===== src/rtl/keypad_scan_debounce_pkg.sv =====
// Shared types, key map and row helpers for the 4x4 keypad scanner.
package keypad_pkg;

  typedef enum logic [1:0] {
    SCAN       = 2'd0,
    DB_PRESS   = 2'd1,
    PRESSED    = 2'd2,
    DB_RELEASE = 2'd3
  } state_t;

  // Indexed [row][col]; column 0 is the one driven by col_n = 4'b1110.
  localparam logic [3:0] KEYMAP [4][4] = '{
    '{4'h1, 4'h2, 4'h3, 4'hA},
    '{4'h4, 4'h5, 4'h6, 4'hB},
    '{4'h7, 4'h8, 4'h9, 4'hC},
    '{4'hE, 4'h0, 4'hF, 4'hD}
  };

  // Lowest-index low row wins.
  function automatic logic [1:0] row_index(input logic [3:0] row_n);
    logic [1:0] idx;
    idx = 2'd0;
    for (int i = 3; i >= 0; i--) begin
      if (!row_n[i]) idx = 2'(i);
    end
    return idx;
  endfunction

  function automatic logic multi_low(input logic [3:0] row_n);
    logic [3:0] low;
    low = ~row_n;
    return (low & (low - 4'd1)) != 4'd0;
  endfunction

endpackage


===== src/rtl/keypad_scan_debounce_scan_tick_gen.sv =====
// Free-running divider: one-cycle tick every DIV clocks, asserted on the wrap cycle.
module scan_tick_gen #(
  parameter int DIV = 24000
) (
  input  logic clk,
  input  logic reset,
  output logic tick
);

  localparam int W = (DIV > 1) ? $clog2(DIV) : 1;
  localparam logic [W-1:0] LAST = W'(DIV - 1);

  logic [W-1:0] cnt_q, cnt_d;

  always_comb begin
    tick  = (cnt_q == LAST);
    cnt_d = tick ? '0 : cnt_q + 1'b1;
  end

  // NOTE: state updates use non-blocking assignments so every flop samples pre-edge values.
  always_ff @(posedge clk or posedge reset) begin
    if (reset) cnt_q <= '0;
    else       cnt_q <= cnt_d;
  end

endmodule


===== src/rtl/keypad_scan_debounce.sv =====
// 4x4 keypad scanner with press/release debounce and a two-digit history.
// Define KEYPAD_GHOST_REJECT_EN to reject multi-row presses in one column.
module keypad_scan_debounce
  import keypad_pkg::*;
#(
  parameter int SCAN_DIV       = 24000,
  parameter int DEBOUNCE_TICKS = 20
) (
  input  logic       clk,
  input  logic       reset,
  input  logic [3:0] row_n,
  output logic [3:0] col_n,
  output logic [3:0] key_code,
  output logic       key_valid,
  output logic       key_held,
  output logic [3:0] digit_new,
  output logic [3:0] digit_old
);

  localparam int CW = $clog2(DEBOUNCE_TICKS + 1);
  localparam logic [CW-1:0] DB_LAST = CW'(DEBOUNCE_TICKS - 1);

  logic          tick;
  logic [3:0]    row_meta_q, row_sync_q;
  state_t        state_q, state_d;
  logic [1:0]    col_q, col_d;
  logic [1:0]    row_q, row_d;
  logic [CW-1:0] cnt_q, cnt_d;
  logic [3:0]    key_code_q, key_code_d;
  logic          key_valid_q, key_valid_d;
  logic          key_held_q, key_held_d;
  logic [3:0]    digit_new_q, digit_new_d;
  logic [3:0]    digit_old_q, digit_old_d;
  logic          ambiguous;
  logic          row_low;

  scan_tick_gen #(.DIV(SCAN_DIV)) u_tick (
    .clk   (clk),
    .reset (reset),
    .tick  (tick)
  );

  // NOTE: every variable gets a default at the top so no path infers a latch.
  always_comb begin
    state_d     = state_q;
    col_d       = col_q;
    row_d       = row_q;
    cnt_d       = cnt_q;
    key_code_d  = key_code_q;
    key_valid_d = 1'b0;
    digit_new_d = digit_new_q;
    digit_old_d = digit_old_q;
`ifdef KEYPAD_GHOST_REJECT_EN
    ambiguous   = multi_low(row_sync_q);
`else
    ambiguous   = 1'b0;
`endif
    row_low     = !row_sync_q[row_q];

    if (tick) begin
      case (state_q)
        SCAN: begin
          if (row_sync_q != 4'hF && !ambiguous) begin
            row_d   = row_index(row_sync_q);
            cnt_d   = '0;
            state_d = DB_PRESS;
          end else begin
            col_d = col_q + 2'd1;
          end
        end
        DB_PRESS: begin
          if (ambiguous || !row_low) begin
            cnt_d   = '0;
            state_d = SCAN;
          end else if (cnt_q == DB_LAST) begin
            cnt_d       = '0;
            state_d     = PRESSED;
            key_code_d  = KEYMAP[row_q][col_q];
            digit_old_d = digit_new_q;
            digit_new_d = KEYMAP[row_q][col_q];
            key_valid_d = 1'b1;
          end else begin
            cnt_d = cnt_q + 1'b1;
          end
        end
        PRESSED: begin
          if (!row_low) begin
            cnt_d   = '0;
            state_d = DB_RELEASE;
          end
        end
        DB_RELEASE: begin
          if (row_low) begin
            cnt_d   = '0;
            state_d = PRESSED;
          end else if (cnt_q == DB_LAST) begin
            cnt_d   = '0;
            col_d   = col_q + 2'd1;
            state_d = SCAN;
          end else begin
            cnt_d = cnt_q + 1'b1;
          end
        end
        default: state_d = SCAN;
      endcase
    end

    key_held_d = (state_d == PRESSED) || (state_d == DB_RELEASE);
  end

  always_ff @(posedge clk or posedge reset) begin
    if (reset) begin
      row_meta_q  <= 4'hF;
      row_sync_q  <= 4'hF;
      state_q     <= SCAN;
      col_q       <= 2'd0;
      row_q       <= 2'd0;
      cnt_q       <= '0;
      key_code_q  <= 4'h0;
      key_valid_q <= 1'b0;
      key_held_q  <= 1'b0;
      digit_new_q <= 4'h0;
      digit_old_q <= 4'h0;
    end else begin
      row_meta_q  <= row_n;
      row_sync_q  <= row_meta_q;
      state_q     <= state_d;
      col_q       <= col_d;
      row_q       <= row_d;
      cnt_q       <= cnt_d;
      key_code_q  <= key_code_d;
      key_valid_q <= key_valid_d;
      key_held_q  <= key_held_d;
      digit_new_q <= digit_new_d;
      digit_old_q <= digit_old_d;
    end
  end

  assign col_n     = ~(4'b0001 << col_q);
  assign key_code  = key_code_q;
  assign key_valid = key_valid_q;
  assign key_held  = key_held_q;
  assign digit_new = digit_new_q;
  assign digit_old = digit_old_q;

endmodule


===== config.mk =====
export PLATFORM = sky130hd
export DESIGN_NAME = keypad_scan_debounce
export DESIGN_NICKNAME = d
export VERILOG_FILES = /design/src/rtl/keypad_scan_debounce_pkg.sv /design/src/rtl/keypad_scan_debounce_scan_tick_gen.sv /design/src/rtl/keypad_scan_debounce.sv
export SDC_FILE = /design/constraint.sdc
export NUM_CORES = 1
export LEC_CHECK = 0
export BUFFER_PORTS_ARGS = -buffer_cell sky130_fd_sc_hd__buf_2
export CORE_MARGIN = 2
export CORE_UTILIZATION = 41
export CTS_CLUSTER_SIZE = 14
export DETAILED_ROUTE_END_ITERATION = 10
export GPL_TIMING_DRIVEN = 0
export HOLD_SLACK_MARGIN = 0.06
export SLEW_MARGIN = 10
export SYNTH_ARGS = -nofsm -noshare
export SYNTH_HDL_FRONTEND = slang
export SYNTH_SLANG_ARGS = --single-unit

===== constraint.sdc =====
create_clock -name clk -period 2.5 [get_ports clk]
set_input_delay 0.5 -clock clk [delete_from_list [all_inputs] [get_ports clk]]
set_output_delay 0.5 -clock clk [all_outputs]
set_load 0.01 [all_outputs]

# After elaboration in Yosys (flattened, before gate mapping)
# Index checks and enable logic that the tools add are counted.
[totals] inputBits=6 output_inout_bits=18 regBits=44
[classes] n_eq_ne=13 muxes=35 add_sub_neg=3 n_bitwise=4 n_reduce_logical=7 order_cmp=3 shifts=1
[op_table] cell="16-bit binary-select mux with 2-bit select" n=1
[op_table] cell="16-bit 2-to-1 mux" n=2
[op_table] cell="2-bit 2-to-1 mux" n=14
[op_table] cell="5-bit 2-to-1 mux" n=5
[op_table] cell="5-bit one-hot mux with 4 select lines" n=1
[op_table] cell="15-bit by 1-bit adder with 15-bit output, second input constant" n=1
[op_table] cell="15-bit equality test, second input constant" n=1
[op_table] cell="15-bit 2-to-1 mux" n=1
[op_table] cell="2-bit != test, second input constant" n=5
[op_table] cell="4-bit binary-select mux with 2-bit select" n=1
[op_table] cell="2-bit equality test, second input constant" n=4
[op_table] cell="4-bit 2-to-1 mux" n=2
[op_table] cell="2-bit one-hot mux with 4 select lines" n=1
[op_table] cell="3-bit >= comparator, second input constant" n=2
[op_table] cell="2-bit NOT with 3-bit output" n=2
[op_table] cell="3-bit AND reduction" n=2
[op_table] cell="5-bit by 1-bit adder with 5-bit output, second input constant" n=1
[op_table] cell="5-bit equality test, second input constant" n=1
[op_table] cell="1-bit 2-to-1 mux" n=5
[op_table] cell="5-bit AND reduction" n=1
[op_table] cell="4-bit != test, second input constant" n=1
[op_table] cell="4-bit NOT" n=1
[op_table] cell="2-bit one-hot mux with 2 select lines" n=1
[op_table] cell="4-bit AND reduction" n=1
[op_table] cell="9 further kinds" n=9

# Logic depth before layout (Yosys ltp)
# Gate-level depths: netlist (run 1).
[logic_depth] word_depth=7 ltp_mapped=7

# By module
# A second synthesis (run 1) with hierarchy kept.
[hier_totals] hier_cells=195 area_unflattened_um2=2118.3
[modules_own_cells] module="keypad_scan_debounce" area_each_um2=1398.8 seq_area_each_um2=735.7 n_inst=1 cells_each=126
[modules_own_cells] module="scan_tick_gen" area_each_um2=719.4 seq_area_each_um2=375.4 n_inst=1 cells_each=69

# Least setup slack after synthesis (run 1)
# Ideal clock, no wire load.
[synth_timing] kind="reg-to-reg" startpoint="reg u_tick.cnt_q[9]" endpoint="reg digit_new_q[2] (netlist: digit_new[2])" period_less_slack_ps=2334 stages_incl_launch_ff=7 setup_time_ps=64 setup_slack_ps=166 arrival_ps=2270 path_cell_list="dfrtp_1 or4b_4 or4_4 or4_4 buf_6 a211oi_2 a21o_1"
[synth_between] elab_chain_cells=2
[synth_rtl] item="from (decl)" line_no="keypad_scan_debounce_scan_tick_gen.sv:13" rtl="logic [W-1:0] cnt_q, cnt_d;"
[synth_rtl] item="from (signal assigned)" line_no="keypad_scan_debounce_scan_tick_gen.sv:23" rtl="else cnt_q <= cnt_d;"
[synth_rtl] item="15-bit equality test" line_no="keypad_scan_debounce_scan_tick_gen.sv:16" rtl="tick = (cnt_q == LAST);"
[synth_rtl] item="4-bit AND reduction (no line)"
[synth_rtl] item="to (signal assigned)" line_no="keypad_scan_debounce.sv:134" rtl="digit_new_q <= digit_new_d;"
[synth_rtl] item="to (decl)" line_no="keypad_scan_debounce.sv:32" rtl="logic [3:0] digit_new_q, digit_new_d;"
# No other way between the ends.
# A chain may end at the register's enable or synchronous reset.

# Worst setup path after layout (run 1)
# Ends and elaborated chain as after synthesis.

==> impl_metrics.py, run 1 <==
metrics = {
    "run_status": {
        "status": "completed",
    },
    "global_routing": {
        "grt_util_all_layers": 0.1383,
        "grt_max_degree": 32,
        "overflow": 0,
        "grt_pass1_wl_um": 6444,
        "antenna_found_initial": 0,
        "grt_pass1_vias": 1395,
    },
    "synthesis": {
        "synth-seq-cells": 44,
        "yosys_warnings": 0,
        "muxShareOfSynthArea": 0.02545,
        "netlist_instances": 211,
        "synth_area_leaders": "dfrtp_1, dfstp_2, nand2_1",
        "synth_seq_area_share": 0.5136,
        "synth_compound_area_frac": 0.09485,
        "synth_xor_area_frac": 0.05668,
        "synth_top_cell_by_area": "dfrtp_1",
        "async_flop_share": 1.000,
        "synth-edff-count": 0,
        "yosys.area.top_type_share": 0.4164,
        "synthFlopType": "dfrtp_1",
        "synth.distinct_cells": 39,
        "synthAdderAreaFrac": 0.03470,
        "synth_top_family_by_area": "simple AND/OR/NAND/NOR gates",
        "syn_area_um2": 2163,
        "yosys.area_share.simple": 0.2065,
        "syn_area_per_cell_um2": 10.25,
        "synth_fp_nets": 223,
    },
    "critical_path": {
        "critPathRequiredTime_ns": 2.75,
        "cp_max_fo": 10,
        "cp-start-kind": "flip-flop",
        "cp-end-kind": "flip-flop",
        "cp.arrival_ns": 2.67,
        "criticalPathCategory": "reg -> reg",
    },
    "placed_design": {
        "portBuffers": 23,
        "place.gp.congestion": 0.7647,
        "place_hpwl_um": 2599,
        "dp_slack_ns": -0.02843,
    },
    "sta": {
        "fin_crit_sh": 0.9697,
        "tightest_slew_ns": 0.5346,
        "maxSlewHeadroom": 0.6406,
        "max_freq_mhz": 412.5,
        "grt_setup_unrepaired": "no",
        "period_minus_slack_ns": 2.424,
        "fin_ws_ns": 0.07579,
        "finClkSkew_ns": 0.005252,
        "finalMaxSlewViolations": 0,
        "report.final.hold_viol_count": 0,
        "setup_viol": 0,
    },
    "run": {
        "maxCapViolCount": 0,
    },
    "pwr": {
        "switching_power_mw": 0.2625,
        "combinationalPowerShare": 0.022,
        "p_per_area_nw_per_um2": 532.7,
        "power.share.switching": 0.1947,
        "peakVddDrop_mv": 0.4044,
        "clockPowerShare": 0.439,
        "internal_power_mw": 1.086,
        "p_total_mw": 1.348,
        "seqPwrFrac": 0.539,
        "p_leak_nw": 1.159,
    },
    "cells_and_area": {
        "area_growth_pct": 17.00,
        "n_antenna_cell": 0,
        "final_nets": 255,
        "layout_common_cells": "dfrtp_1, nand2_1, buf_2",
        "drive_above_1_share": 0.2623,
        "final_common_cell": "dfrtp_1",
    },
    "clock_network": {
        "clockRootBuffer": "clkbuf_8",
        "cts_tree": "built",
        "clk_pin_slew_ns": 0.08,
        "clock_path_buffers": 2,
        "cts_sinks": 44,
        "clk_latency_ns": 0.30,
        "numCtsBuffers": 5,
        "htree_levels": 2,
        "hold_buffers": 0,
    },
    "floorplan": {
        "initial_core_util": 0.4236,
        "io_pins": 24,
        "die_h_um": 76.64,
        "die_area_um2": 5874,
        "core_area_um2": 5107,
        "row_count": 26,
        "die_w_um": 76.64,
    },
    "drt": {
        "wire_per_inst_um": 11.53,
        "dr.pass1.iters": 4,
        "ant_nets": 0,
        "drt_iter0_drc": 57,
        "drc": 0,
        "wl_um": 3620,
        "route.detailed.vias_per_inst": 4.952,
        "vias": 1555,
    },
    "hold_path": {
        "hp-class": "in -> async",
    },
}
==> registers in the layout, indices dropped and copies added, names as in the netlist <==
name and cells:
u_tick.cnt_q 15, cnt_q 5, digit_new 4, digit_old 4
row_meta_q 4, row_sync_q 4, col_q 2, row_q 2
state_q 2, key_held 1, key_valid 1
==> metal layers <==
metal,part of all wire,GRT usage
met1,0.47,0.1758
met2,0.47,0.2168
met5,0,0
met4,0.019,0.06000
met3,0.041,0.04384
==> final timing paths <==
path,start,cells after the start,slack (ns),to
setup / recovery,u_tick.cnt_q[9]$_DFF_PP0_,6,0.08,digit_new[2]$_DFFE_PP0P_
hold / removal,reset,2,0.14,u_tick.cnt_q[1]$_DFF_PP0_
setup reg to reg,u_tick.cnt_q[9]$_DFF_PP0_,6,0.08,digit_new[2]$_DFFE_PP0P_
hold reg to reg,row_meta_q[2]$_DFF_PP1_,0,0.36,row_sync_q[2]$_DFF_PP1_
max in group asynchronous,reset,3,1.84,row_sync_q[3]$_DFF_PP1_
min in group clk,row_n[3],1,0.29,row_meta_q[3]$_DFF_PP1_
==> worst max-delay path, cell delays in order (launching register included) <==
cell      delay [ns]
dfrtp_2         0.43
or4b_4          0.56
or4_4           0.55
or4_4           0.44
buf_6           0.15
a211oi_2        0.14
a21o_1          0.10
==> power groups by stage <==
| stage | Combinational, mW | Clock (mW) | Sequential, mW |
|---|---|---|---|
| 2_1_floorplan | 0.0168 | 0 | 0.740 |
| 3_3_place_gp | 0.0253 | 0 | 0.740 |
| 3_5_place_dp | 0.0298 | 0 | 0.741 |
| 4_1_cts | 0.0296 | 0.609 | 0.727 |
| 5_1_grt | 0.0339 | 0.643 | 0.729 |
| 6_report | 0.0294 | 0.592 | 0.727 |
==> synthesized netlist by cell type (4+ instances only) <==
| library cell | instances |
|---|---|
| a21oi_1 | 9 |
| xnor2_1 | 8 |
| o31ai_1 | 4 |
| dfrtp_1 | 36 |
| dfstp_2 | 8 |
| o21ai_0 | 7 |
| nand4_1 | 7 |
| or3_1 | 4 |
| xor2_1 | 6 |
| buf_4 | 4 |
| nor3_1 | 6 |
| nand2_1 | 33 |
| nand3_1 | 11 |
| inv_1 | 13 |
| ha_1 | 6 |
| nor2_1 | 12 |
==> cell type report <==
type / instances / area (µm²)
buffer: 11 / 95.09
clock buffer: 7 / 96.34
clock inverter: 1 / 30.03
fill: 480 / 2576
inverter: 13 / 48.80
multi-input combinational: 142 / 910.9
sequential: 44 / 1112
tap: 70 / 87.58
timing repair buffer: 26 / 150.1
==> timing repair <==
| action | 4_1_cts | 5_1_grt |
|---|---|---|
| resized for setup | 1 | 1 |
| setup endpoints to repair | 2 | 7 |
| hold endpoints to repair | 0 | 0 |
| setup buffers | 0 | 2 |
==> per-stage QoR <==
stage	std cells	area [µm²]	hold slack, ns	util	setup TNS, ns
floorplan	211	2163	0.3452	-	0
global placement	304	2366	0.3464	0.4633	-0.02886
detailed placement	305	2386	0.3468	0.4672	-0.05131
CTS	313	2519	0.1429	0.4931	0
global route	314	2531	0.1616	0.4956	0
finish	314	2531	0.1384	0.4956	0
==> logic make-up after synthesis <==
group | Yosys count
xor gates and xnor gates | 14
muxes | 4
DFF | 44
buffers and inverters | 25
and+or+nand+nor | 86
AOI/OAI and AO/OA | 32
adders and majority gates | 6
Power figures use the tool's default switching activity.
==> run 2, diff against run 1 <==
==> constraint.sdc (replaced) <==
create_clock -name clk -period 2.5 [get_ports clk]
set_input_delay 0.125 -clock clk [delete_from_list [all_inputs] [get_ports clk]]
set_output_delay 0.125 -clock clk [all_outputs]
set_load 0.01 [all_outputs]
==> run 2 against run 1 <==
Net effect:
- combinational power rose by 21%
- largest cell class unchanged
- global-route usage rose by 0.20 points
- largest power group unchanged
- critical path depth did not move
- design area rose by 2.0%
==> impl_metrics.py, run 2 (synthesis results as in run 1) <==
metrics = {
    "floorplan": {
        "die_h_um": 76.64,
        "initial_core_util": 0.4236,
        "core_area_um2": 5107,
        "die_area_um2": 5874,
        "row_count": 26,
        "die_w_um": 76.64,
        "io_pins": 24,
    },
    "sta": {
        "tightest_slew_ns": 0.5345,
        "tns_ns": 0,
        "grt_setup_unrepaired": "no",
        "report.final.hold_viol_count": 0,
        "whs_ns": 0.3191,
        "setup_viol": 0,
        "finClkSkew_ns": 0.005413,
        "fin_ws_ns": 0.06839,
        "max_freq_mhz": 411.2,
        "finalMaxSlewViolations": 0,
        "period_minus_slack_ns": 2.432,
        "fin_crit_sh": 0.9726,
        "maxSlewHeadroom": 0.6407,
    },
    "clock_network": {
        "cts_sinks": 44,
        "numCtsBuffers": 5,
        "clk_latency_ns": 0.30,
        "htree_levels": 2,
        "clk_pin_slew_ns": 0.08,
        "cts_tree": "built",
        "clockRootBuffer": "clkbuf_8",
        "clock_path_buffers": 2,
    },
    "drt": {
        "drc": 0,
        "wire_per_inst_um": 11.64,
        "wl_um": 3712,
        "ant_nets": 0,
        "drt_iter0_drc": 51,
        "vias": 1581,
        "route.detailed.vias_per_inst": 4.956,
        "dr.pass1.iters": 4,
    },
    "critical_path": {
        "critPathSlowestCell": "or4b_4",
        "critPathBufInv": 1,
        "cpLargestDelayFamily": "simple AND/OR/NAND/NOR gates",
        "cp-end-kind": "flip-flop",
        "critPathMaxStageDelay_ns": 0.56,
        "cp.arrival_ns": 2.68,
        "criticalPathCategory": "reg -> reg",
        "crit_top_cell": "or4_4",
        "cp-start-kind": "flip-flop",
        "crit_chain": "or4b_4 -> or4_4 -> or4_4 -> buf_6 -> a211oi_2 -> a21o_1",
        "reg2reg_from": "u_tick.cnt_q[9]$_DFF_PP0_",
        "crit_path_start": "u_tick.cnt_q[9]$_DFF_PP0_",
        "cp_max_fo": 10,
        "critPathRequiredTime_ns": 2.75,
    },
    "global_routing": {
        "grt_util_all_layers": 0.1403,
        "overflow": 0,
        "grt_max_degree": 32,
        "grt_pass1_vias": 1431,
        "antenna_found_initial": 0,
        "grt_pass1_wl_um": 6541,
    },
    "pwr": {
        "p_leak_nw": 1.180,
        "peakVddDrop_mv": 0.4081,
        "p_per_area_nw_per_um2": 526.1,
        "p_total_mw": 1.358,
    },
    "run": {
        "maxCapViolCount": 0,
    },
    "cells_and_area": {
        "n_antenna_cell": 0,
        "fin_cells": 319,
        "final_common_cell": "dfrtp_1",
        "largest_reg_flops": 15,
        "reg_top3": "u_tick.cnt_q: 15 flops, cnt_q: 5 flops",
        "regMostFlops": "u_tick.cnt_q",
        "fin_util": 0.5054,
        "fillerInstances": 472,
        "postLayoutCellArea_um2": 2581,
        "layout_common_cells": "dfrtp_1, nand2_1, buf_2",
        "area_growth_pct": 19.32,
        "drive_above_1_share": 0.2570,
        "final_nets": 260,
    },
    "run_status": {
        "status": "completed",
    },
    "hold_path": {
        "hp-class": "in -> async",
    },
    "placed_design": {
        "place_hpwl_um": 2599,
        "dp_cells": 305,
        "portBuffers": 23,
        "place_area_um2": 2386,
        "place.gp.congestion": 0.7647,
        "dp_slack_ns": -0.02843,
    },
}
## run 2: changes by cell type in the layout (fill, tap and decap cells not counted), sizes merged
cell	before	now
dlygate4sd3	0	5
## run 2: layout make-up
class | count | area [µm²] | share of cell area
sequential | 44 | 1112 | 0.4309
multi-input combinational | 142 | 910.9 | 0.3529
timing repair buffer | 31 | 200.2 | 0.07756
clock buffer | 7 | 96.34 | 0.03732
buffer | 11 | 95.09 | 0.03684
tap | 70 | 87.58 | 0.03393
inverter | 13 | 48.80 | 0.01890
clock inverter | 1 | 30.03 | 0.01163
## run 2: power breakdown
group | total (mW) | switching [mW] | internal [mW]
Combinational | 0.0355 | 0.0200 | 0.0155
Clock | 0.595 | 0.243 | 0.353
Sequential | 0.727 | 0.00416 | 0.723
Total | 1.36 | 0.267 | 1.09
## run 2: final timing paths
| kind | endpoint | slack, ns | depth (start not counted) |
|---|---|---|---|
| worst min register to register | row_sync_q[2]$_DFF_PP1_ | 0.36 | 0 |
| worst min-delay path | u_tick.cnt_q[5]$_DFF_PP0_ | 0.32 | 3 |
| min in group clk | row_sync_q[2]$_DFF_PP1_ | 0.36 | 0 |
| worst max-delay path | digit_new[2]$_DFFE_PP0P_ | 0.07 | 6 |
| worst max register to register | digit_new[2]$_DFFE_PP0P_ | 0.07 | 6 |
| max in group asynchronous | row_sync_q[3]$_DFF_PP1_ | 1.66 | 4 |
## run 2: what timing repair did
| action | 4_1_cts | 5_1_grt |
|---|---|---|
| gates cloned | 0 | 0 |
| gates resized for setup | 1 | 1 |
| hold buffers | 5 | 0 |
| pin swaps | 0 | 0 |
| setup endpoints to repair | 2 | 7 |
| setup buffers | 0 | 2 |
| hold endpoints to repair | 17 | 0 |
## run 2: worst register-to-register path, delay by kind of cell (launching register included)
family	cells	cell delay, ns
buffers and inverters	1	0.16
and+or+nand+nor	3	1.55
AOI/OAI and AO/OA	2	0.25
DFF	1	0.43
## run 2: routing by layer
layer | GRT usage | share of wire | vias up | wire length (µm)
met4 | 0.06000 | 0.018 | 0 | 68
met2 | 0.2239 | 0.47 | 31 | 1739
met3 | 0.04384 | 0.040 | 5 | 150
met1 | 0.1758 | 0.47 | 742 | 1754
met5 | 0 | 0 | - | 0
li1 | - | - | 803 | -
